$ cat src/rtl/pulpino_rst_seq.sv
// Reset and boot sequencer for the PULPino FPGA build: conditions MMCM lock and the reset
// button, then releases the core reset followed by fetch enable after a programmable delay.
module pulpino_rst_seq #(
  parameter int unsigned SYNC_STAGES         = 2,
  parameter int unsigned LOCK_STABLE_CYCLES  = 1024,
  parameter int unsigned BTN_DEBOUNCE_CYCLES = 65536,
  parameter int unsigned FETCH_DELAY_CYCLES  = 16
) (
  input  logic       sys_clk,
  input  logic       rst,
  input  logic       locked_i,
  input  logic       ck_rst_i,
  output logic       rst_n_o,
  output logic       fetch_enable_o,
  output logic [1:0] state_o,
  output logic [1:0] rst_cause_o,
  output logic [7:0] rst_count_o
);

  localparam int unsigned MaxCnt = (LOCK_STABLE_CYCLES > FETCH_DELAY_CYCLES) ?
                                   LOCK_STABLE_CYCLES : FETCH_DELAY_CYCLES;
  localparam int unsigned CntW   = $clog2(MaxCnt + 1);
  localparam int unsigned DbW    = $clog2(BTN_DEBOUNCE_CYCLES + 1);

  typedef enum logic [1:0] {
    StHold    = 2'd0,
    StWait    = 2'd1,
    StRelease = 2'd2,
    StRun     = 2'd3
  } state_e;

  logic [SYNC_STAGES-1:0] lock_sync;
  logic [SYNC_STAGES-1:0] btn_sync;
  logic                   lock_s;
  logic                   btn_press_s;
  logic [DbW-1:0]         db_cnt;
  logic                   btn_db;
  logic                   ok;
  state_e                 state;
  logic [CntW-1:0]        cnt;

  // Button chain resets to the released level so a reset never looks like a press.
  always_ff @(posedge sys_clk) begin
    if (rst) begin
      lock_sync <= '0;
      btn_sync  <= '1;
    end else begin
      lock_sync <= {lock_sync[SYNC_STAGES-2:0], locked_i};
      btn_sync  <= {btn_sync[SYNC_STAGES-2:0], ck_rst_i};
    end
  end

  assign lock_s      = lock_sync[SYNC_STAGES-1];
  assign btn_press_s = ~btn_sync[SYNC_STAGES-1];

  always_ff @(posedge sys_clk) begin
    if (rst) begin
      db_cnt <= '0;
      btn_db <= 1'b0;
    end else if (btn_press_s != btn_db) begin
      if (db_cnt == DbW'(BTN_DEBOUNCE_CYCLES - 1)) begin
        btn_db <= btn_press_s;
        db_cnt <= '0;
      end else begin
        db_cnt <= db_cnt + 1'b1;
      end
    end else begin
      db_cnt <= '0;
    end
  end

  assign ok = lock_s & ~btn_db;

  always_ff @(posedge sys_clk) begin
    if (rst) begin
      state          <= StHold;
      cnt            <= '0;
      rst_n_o        <= 1'b0;
      fetch_enable_o <= 1'b0;
      rst_cause_o    <= 2'd0;
      rst_count_o    <= 8'd0;
    end else begin
      unique case (state)
        StHold: begin
          if (ok) begin
            state <= StWait;
            cnt   <= '0;
          end
        end
        StWait: begin
          if (!ok) begin
            state <= StHold;
            cnt   <= '0;
          end else if (cnt == CntW'(LOCK_STABLE_CYCLES - 1)) begin
            state   <= StRelease;
            cnt     <= '0;
            rst_n_o <= 1'b1;
          end else begin
            cnt <= cnt + 1'b1;
          end
        end
        StRelease, StRun: begin
          if (!ok) begin
            // Lock loss takes precedence over the button as the recorded cause.
            state          <= StHold;
            cnt            <= '0;
            rst_n_o        <= 1'b0;
            fetch_enable_o <= 1'b0;
            rst_cause_o    <= lock_s ? 2'd2 : 2'd1;
            if (rst_count_o != 8'hFF) rst_count_o <= rst_count_o + 8'd1;
          end else if (state == StRelease) begin
            if (cnt == CntW'(FETCH_DELAY_CYCLES - 1)) begin
              state          <= StRun;
              cnt            <= '0;
              fetch_enable_o <= 1'b1;
            end else begin
              cnt <= cnt + 1'b1;
            end
          end
        end
        default: state <= StHold;
      endcase
    end
  end

  assign state_o = state;

endmodule

$ cat config.mk
export PLATFORM = sky130hd
export DESIGN_NAME = pulpino_rst_seq
export DESIGN_NICKNAME = d
export VERILOG_FILES = /design/src/rtl/pulpino_rst_seq.sv
export SDC_FILE = /design/constraint.sdc
export NUM_CORES = 1
export LEC_CHECK = 0
export CORE_UTILIZATION = 42
export CTS_BUF_LIST = sky130_fd_sc_hd__clkbuf_4 sky130_fd_sc_hd__clkbuf_8
export DETAILED_ROUTE_END_ITERATION = 7
export PLACE_DENSITY = 0.69
export SETUP_SLACK_MARGIN = 0.5
export SYNTH_ARGS = -nofsm -noshare
export SYNTH_HDL_FRONTEND = slang
export SYNTH_SLANG_ARGS = --single-unit
$ cat constraint.sdc
create_clock -name sys_clk -period 3.5 [get_ports sys_clk]
set_input_delay 0.35 -clock sys_clk [delete_from_list [all_inputs] [get_ports sys_clk]]
set_output_delay 0.35 -clock sys_clk [all_outputs]
set_load 0.02 [all_outputs]
==> results of run 1 <==
where the power goes:
group	leakage [uW]	switching, uW	internal [uW]
Clock	0.0000703	188	290
Combinational	0.000316	17.2	9.90
Sequential	0.000379	2.07	537
cell usage after synthesis, types with 4 or more instances:
master    instances  area (sq um)
a211oi_1          4          30.0
a21oi_1          14          70.1
clkbuf_1          9          33.8
dfxtp_1          47           941
ha_1              4          50.1
inv_1            12          45.0
nand2_1          13          48.8
nand3_1          12          60.1
nand4_1           7          43.8
nor2_1           26          97.6
nor2b_1           5          31.3
nor3_1           12          60.1
nor4_1            5          31.3
o211ai_1          4          30.0
o21ai_0           5          25.0
o31ai_1           5          37.5
or3_1             4          25.0
or4_1             5          37.5
xnor2_1          15           131
xor2_1            5          43.8
layer usage:
| metal | global-route usage | part of all wire | up-vias | routed length [um] |
|---|---|---|---|---|
| met1 | 0.209 | 0.49 | 831 | 2040 |
| met4 | 0.0629 | 0.0055 | 0 | 23 |
| met2 | 0.273 | 0.46 | 39 | 1920 |
| met5 | 0 | 0 | - | 0 |
| met3 | 0.0366 | 0.040 | 3 | 168 |
| li1 | - | - | 947 | - |
how the worst min path moves through the flow:
stage / from / slack [ns] / end
6_report: btn_sync[0]$_SDFF_PP1_ / 0.43 / btn_sync[1]$_SDFF_PP1_
3_5_place_dp: btn_sync[0]$_SDFF_PP1_ / 0.41 / btn_sync[1]$_SDFF_PP1_
5_1_grt: btn_sync[0]$_SDFF_PP1_ / 0.46 / btn_sync[1]$_SDFF_PP1_
3_3_place_gp: btn_sync[0]$_SDFF_PP1_ / 0.40 / btn_sync[1]$_SDFF_PP1_
2_1_floorplan: btn_sync[0]$_SDFF_PP1_ / 0.39 / btn_sync[1]$_SDFF_PP1_
4_1_cts: btn_sync[0]$_SDFF_PP1_ / 0.44 / btn_sync[1]$_SDFF_PP1_
logic make-up (layout without fill, tap and decap cells):
| logic type | count (synthesis) | count (layout) |
|---|---|---|
| AND/OR/NAND/NOR | 102 | 102 |
| multiplexers | 1 | 1 |
| adder cells (fa/ha/maj) | 4 | 4 |
| flip-flops | 47 | 47 |
| AO/OA/AOI/OAI | 54 | 54 |
| XOR/XNOR | 20 | 20 |
| buffers and inverters | 23 | 38 |
layout make-up:
cell class	count	area, sq um	area share
clock buffers	5	68.8	0.0269
clock inverters	3	71.3	0.0279
inverters	12	45.0	0.0176
multi-input cells	181	1170	0.456
flip-flops and latches	47	941	0.368
well taps	70	87.6	0.0342
repair buffers	18	178	0.0694
through the flow:
step	cells	setup WS [ns]	hold WS, ns
CTS	336	1.19	0.440
global route	336	1.00	0.462
global placement	328	1.36	0.399
finish	336	1.19	0.435
floorplan	251	1.52	0.389
detailed placement	328	1.23	0.408
state kept, by name, summed over array words and instances, names as in the netlist:
signal,flops
rst_cause_o,2
rst_count_o,8
lock_sync,2
rst_n_o,1
db_cnt,17
fetch_enable_o,1
btn_db,1
cnt,11
btn_sync,2
state_o,2
worst register-to-register path, delay by kind of cell, from the launching register on:
family / cells / cell delay [ns]
compound gates: 2 / 0.65
simple gates: 2 / 1.12
flops: 1 / 0.46
==> flow_summary.toml, run 1 <==
[run_status]
status = "finished, final reports clean"

[grt]
grt_usage = 0.165
grt-ovfl-total = 0
grt_pass1_vias = 1595
antenna_found_initial = 0
grt_pass1_wl_mm = 7.10
grt_max_degree = 28

[worst_setup_path]
reg2reg_from = "btn_db$_SDFFE_PP0P_"
slowest_delay_ns = 0.61
endpoint = "rst_count_o[5]$_SDFFE_PP0P_"
startpoint_type = "flop"
path_max_fanout = 14
crit_start = "btn_db$_SDFFE_PP0P_"
crit_arrival_ns = 2.54
crit_type = "reg -> reg"
path_cells = "nand2b_1 -> o211ai_1 -> or4_1 -> a21oi_1"
crit_buf_inv = 0
end_kind = "flop"
rr_endpoint = "rst_count_o[5]$_SDFFE_PP0P_"
worstPathRequired_ns = 3.73
cpLargestDelayFamily = "simple AND/OR/NAND/NOR gates"
critical_path_depth = 4
r2r_setup_slack_ns = 1.19
r2r_cells = 4
slowest_stage = "or4_1"

[yosys]
synthMuxAreaShare = 0.00454
synth_compound_area_frac = 0.179
synth_edf_count = 0
synth-async-reset-ratio = 0
synth_fp_nets = 259
synth-xor-area-share = 0.0794
syn_area_sq_mm = 0.00221
ys_ff_latch = 47
avgSynthCellArea_sq_um = 8.79
ys_seq_area_frac = 0.426
synth_ff_type = "dfxtp_1"
synthSimpleGateAreaFrac = 0.244
syn-instance-count = 251
synth_fa_ha_area_frac = 0.0227
ys.warnings.count = 0
synth.distinct_cells = 45
synth_top_family_by_area = "simple AND/OR/NAND/NOR gates"

[routing]
drc_errors = 0
drtIter0Drc = 96
antenna_left = 0
vias = 1820
routedWlPerCell_um = 12.3
first_pass_iters = 4
via_per_inst = 5.42
routed_wirelength_mm = 4.15

[power]
leakage_uw = 0.000766
power_density_mw_per_mm2 = 408
p_total_uw = 1040
vdd_drop_max_v = 0.000195

[layout]
fin_nets = 273
fillers = 476
layout.cells.most_common = "dfxtp_1"
layout-drive-gt1-share = 0.0677
final_cell_mix = "dfxtp_1, nor2_1, clkdlybuf4s50_1, xnor2_1, a21oi_1"
n_antenna_cell = 0
design_area_sq_mm = 0.00256
final_util = 0.504
areaGrowthSynthToFinish_pct = 16.0

[clock_tree]
cts_max_level = 2
cts_made_buffers = 5
clk_pin_slew_ns = 0.09
cts-root-buf = "clkbuf_8"
worstSkewPairLatency_ns = 0.30
clockBufferDepth = 2
cts_tree = "yes"
cts_resized = 0
clock_sinks = 47
cts_setup_buffers = 0
cts_hold_buf = 0

[timing]
setup_viol = 0
period_minus_slack_ns = 2.31
fin_tns_setup_ns = 0
finalCritPeriodShare = 0.659
slew_viol_final = 0
hold_viol_final = 0
skew_ns = 0.00666
rsz0062_at_grt = "no"
relSlewSlack = 0.406
tightest_slew_ns = 0.887
max_freq_ghz = 0.433

[floorplanning]
die_w_um = 74.5
die_area_sq_mm = 0.00555
die_h_um = 74.5
fp-row-count = 26
coreArea_sq_mm = 0.00507
start_util = 0.435
pin_count = 18

[hold_path]
hp-class = "reg -> reg"
min_path_cells = 1

[placement]
portBuffers = 17
dpl.hpwl_mm = 2.86
gp_congestion = 0.785
dpl-instance-area_sq_mm = 0.00242

[run]
maxCapViolCount = 0
No activity file was read; power rests on OpenSTA's default activity.
==> run 2: changes to the inputs <==
--- a/config.mk
+++ b/config.mk
@@ -8,7 +8,7 @@
 export CORE_UTILIZATION = 42
 export CTS_BUF_LIST = sky130_fd_sc_hd__clkbuf_4 sky130_fd_sc_hd__clkbuf_8
 export DETAILED_ROUTE_END_ITERATION = 7
-export PLACE_DENSITY = 0.69
+export PLACE_DENSITY = 0.71
 export SETUP_SLACK_MARGIN = 0.5
 export SYNTH_ARGS = -nofsm -noshare
 export SYNTH_HDL_FRONTEND = slang
==> constraint.sdc (replaced) <==
create_clock -name sys_clk -period 1.9 [get_ports sys_clk]
set_input_delay 0.19 -clock sys_clk [delete_from_list [all_inputs] [get_ports sys_clk]]
set_output_delay 0.19 -clock sys_clk [all_outputs]
set_load 0.02 [all_outputs]
==> run 2 against run 1 <==
  * Wire length rose by 25%
  * Final cell count up 11%
  * Non-clock buffer count rose by 37
  * Critical path depth is the same
  * Clock skew is 0.0085 ns higher
  * First-iteration DRC count up 67%
  * Final area rose by 21%
  * Register-to-register slack got worse by 0.97 ns
==> flow_summary.toml, run 2 (synthesis results as in run 1) <==
[power]
p_total_uw = 1780
swShare = 0.216
seqPwrFrac = 0.554
switching_power_uw = 385
vdd_drop_max_v = 0.000274
comb_power_share = 0.039
leakage_uw = 0.00108
power_density_mw_per_mm2 = 574
p_int_uw = 1390
pwr-share-clk = 0.408

[timing]
slew_viol_final = 0
period_minus_slack_ns = 1.68
fin_tns_setup_ns = 0
tightest_slew_ns = 0.508
relSlewSlack = 0.661
rsz0062_at_grt = "yes"
hold_viol_final = 0
whs_ns = 0.413
finalCritPeriodShare = 0.882
max_freq_ghz = 0.597
skew_ns = 0.0152
setup_viol = 0

[worst_setup_path]
r2r_setup_slack_ns = 0.22
reg2reg_from = "cnt[9]$_SDFFE_PP0P_"
crit_arrival_ns = 1.87
worstPathRequired_ns = 2.09
path_cells = "or4_4 -> o31a_1 -> o211ai_1 -> a31oi_1"
slowest_delay_ns = 0.56
rr_endpoint = "cnt[4]$_SDFFE_PP0P_"
cpLargestDelayFamily = "compound AO/OA/AOI/OAI gates"
crit_start = "cnt[9]$_SDFFE_PP0P_"
startpoint_type = "flop"
r2r_cells = 4
end_kind = "flop"
path_max_fanout = 7
crit_buf_inv = 0
critical_path_depth = 4
endpoint = "cnt[4]$_SDFFE_PP0P_"
crit_type = "reg -> reg"
slowest_stage = "or4_4"

[clock_tree]
cts_tree = "yes"
clk_pin_slew_ns = 0.09
clockBufferDepth = 2
cts_made_buffers = 5
cts-root-buf = "clkbuf_8"
clock_sinks = 47
worstSkewPairLatency_ns = 0.30
cts_max_level = 2

[layout]
n_antenna_cell = 0
final_cell_mix = "buf_4, dfxtp_1, dfxtp_2, xnor2_1"
layout.cells.most_common = "buf_4"
layout-drive-gt1-share = 0.377
top_register = "db_cnt"
areaGrowthSynthToFinish_pct = 40.4
top_regs = "db_cnt (17), cnt (11), rst_count_o (8)"
fillers = 409
largest_reg_flops = 17
fin_nets = 310

[floorplanning]
die_area_sq_mm = 0.00555
die_w_um = 74.5
die_h_um = 74.5
fp-row-count = 26
start_util = 0.435
pin_count = 18
coreArea_sq_mm = 0.00507

[grt]
grt_pass1_wl_mm = 8.49
use_met3 = 0.0420
grt-ovfl-total = 0
grt_pass1_vias = 1808
use_met2 = 0.315
grt_max_degree = 27
gr-usage-met1 = 0.265
top_usage_layer = "met2"
antenna_found_initial = 0
grt_usage = 0.198

[placement]
dpl.hpwl_mm = 3.01
gp_congestion = 0.897
portBuffers = 17

[routing]
first_pass_iters = 4
routed_wirelength_mm = 5.20
routedWlPerCell_um = 14.0
via_per_inst = 5.44
drtIter0Drc = 160
vias = 2024
antenna_left = 0
drc_errors = 0

[run_status]
status = "finished, final reports clean"

[run]
maxCapViolCount = 0

[hold_path]
hp-class = "reg -> reg"
run 2: cell count changes in the layout (fill, tap and decap cells not counted), moves of 12 or more:
cell	before	now
clkdlybuf4s50_1	17	3
dlygate4sd2_1	0	14
nor2_1	26	14
dfxtp_2	0	17
buf_4	1	29
dfxtp_1	47	23
run 2: per-stage QoR:
stage | utilization | instance area (sq um) | worst slack (ns) | std cells
2_1_floorplan | - | 2370 | 0.233 | 251
3_3_place_gp | 0.514 | 2610 | 0.192 | 337
3_5_place_dp | 0.514 | 2610 | 0.183 | 337
4_1_cts | 0.597 | 3030 | 0.218 | 369
5_1_grt | 0.611 | 3100 | 0.185 | 372
6_report | 0.611 | 3100 | 0.224 | 372
run 2: area by class of cell:
cell class	count	area, sq um	area share
multi-input cells	181	1400	0.453
flip-flops and latches	47	988	0.319
repair buffers	55	469	0.151
well taps	70	87.6	0.0283
clock buffers	5	68.8	0.0222
inverters	12	45.0	0.0145
clock inverters	2	37.5	0.0121
run 2: worst min path at each step:
stage,end,cells after the start,slack [ns],startpoint
2_1_floorplan,btn_sync[0]$_SDFF_PP1_,1,0.29,ck_rst_i
3_3_place_gp,btn_sync[1]$_SDFF_PP1_,1,0.39,btn_sync[0]$_SDFF_PP1_
3_5_place_dp,btn_sync[1]$_SDFF_PP1_,1,0.40,btn_sync[0]$_SDFF_PP1_
4_1_cts,btn_sync[1]$_SDFF_PP1_,1,0.41,btn_sync[0]$_SDFF_PP1_
5_1_grt,btn_sync[1]$_SDFF_PP1_,1,0.44,btn_sync[0]$_SDFF_PP1_
6_report,btn_sync[1]$_SDFF_PP1_,1,0.41,btn_sync[0]$_SDFF_PP1_
run 2: what timing repair did:
action / 4_1_cts / 5_1_grt
endpoints found under the setup margin: 53 / 41
cloned: 3 / 0
resized for setup: 47 / 20
hold buffers: 0 / 0
buffers inserted: 22 / 3
pin swaps: 14 / 12
endpoints found under the hold margin: 0 / 0
run 2: routing by layer:
layer  part of all wire  wire, um
met5                  0         0
met1               0.47      2440
met2               0.47      2460
met3              0.043       222
met4              0.017        87
run 2: power groups by stage:
stage	sequential, uW	combinational [uW]	clock [uW]
2_1_floorplan	1010	36.0	0
3_3_place_gp	1010	53.7	0
3_5_place_dp	1010	53.7	0
4_1_cts	985	65.8	746
5_1_grt	985	73.7	786
6_report	984	69.0	724
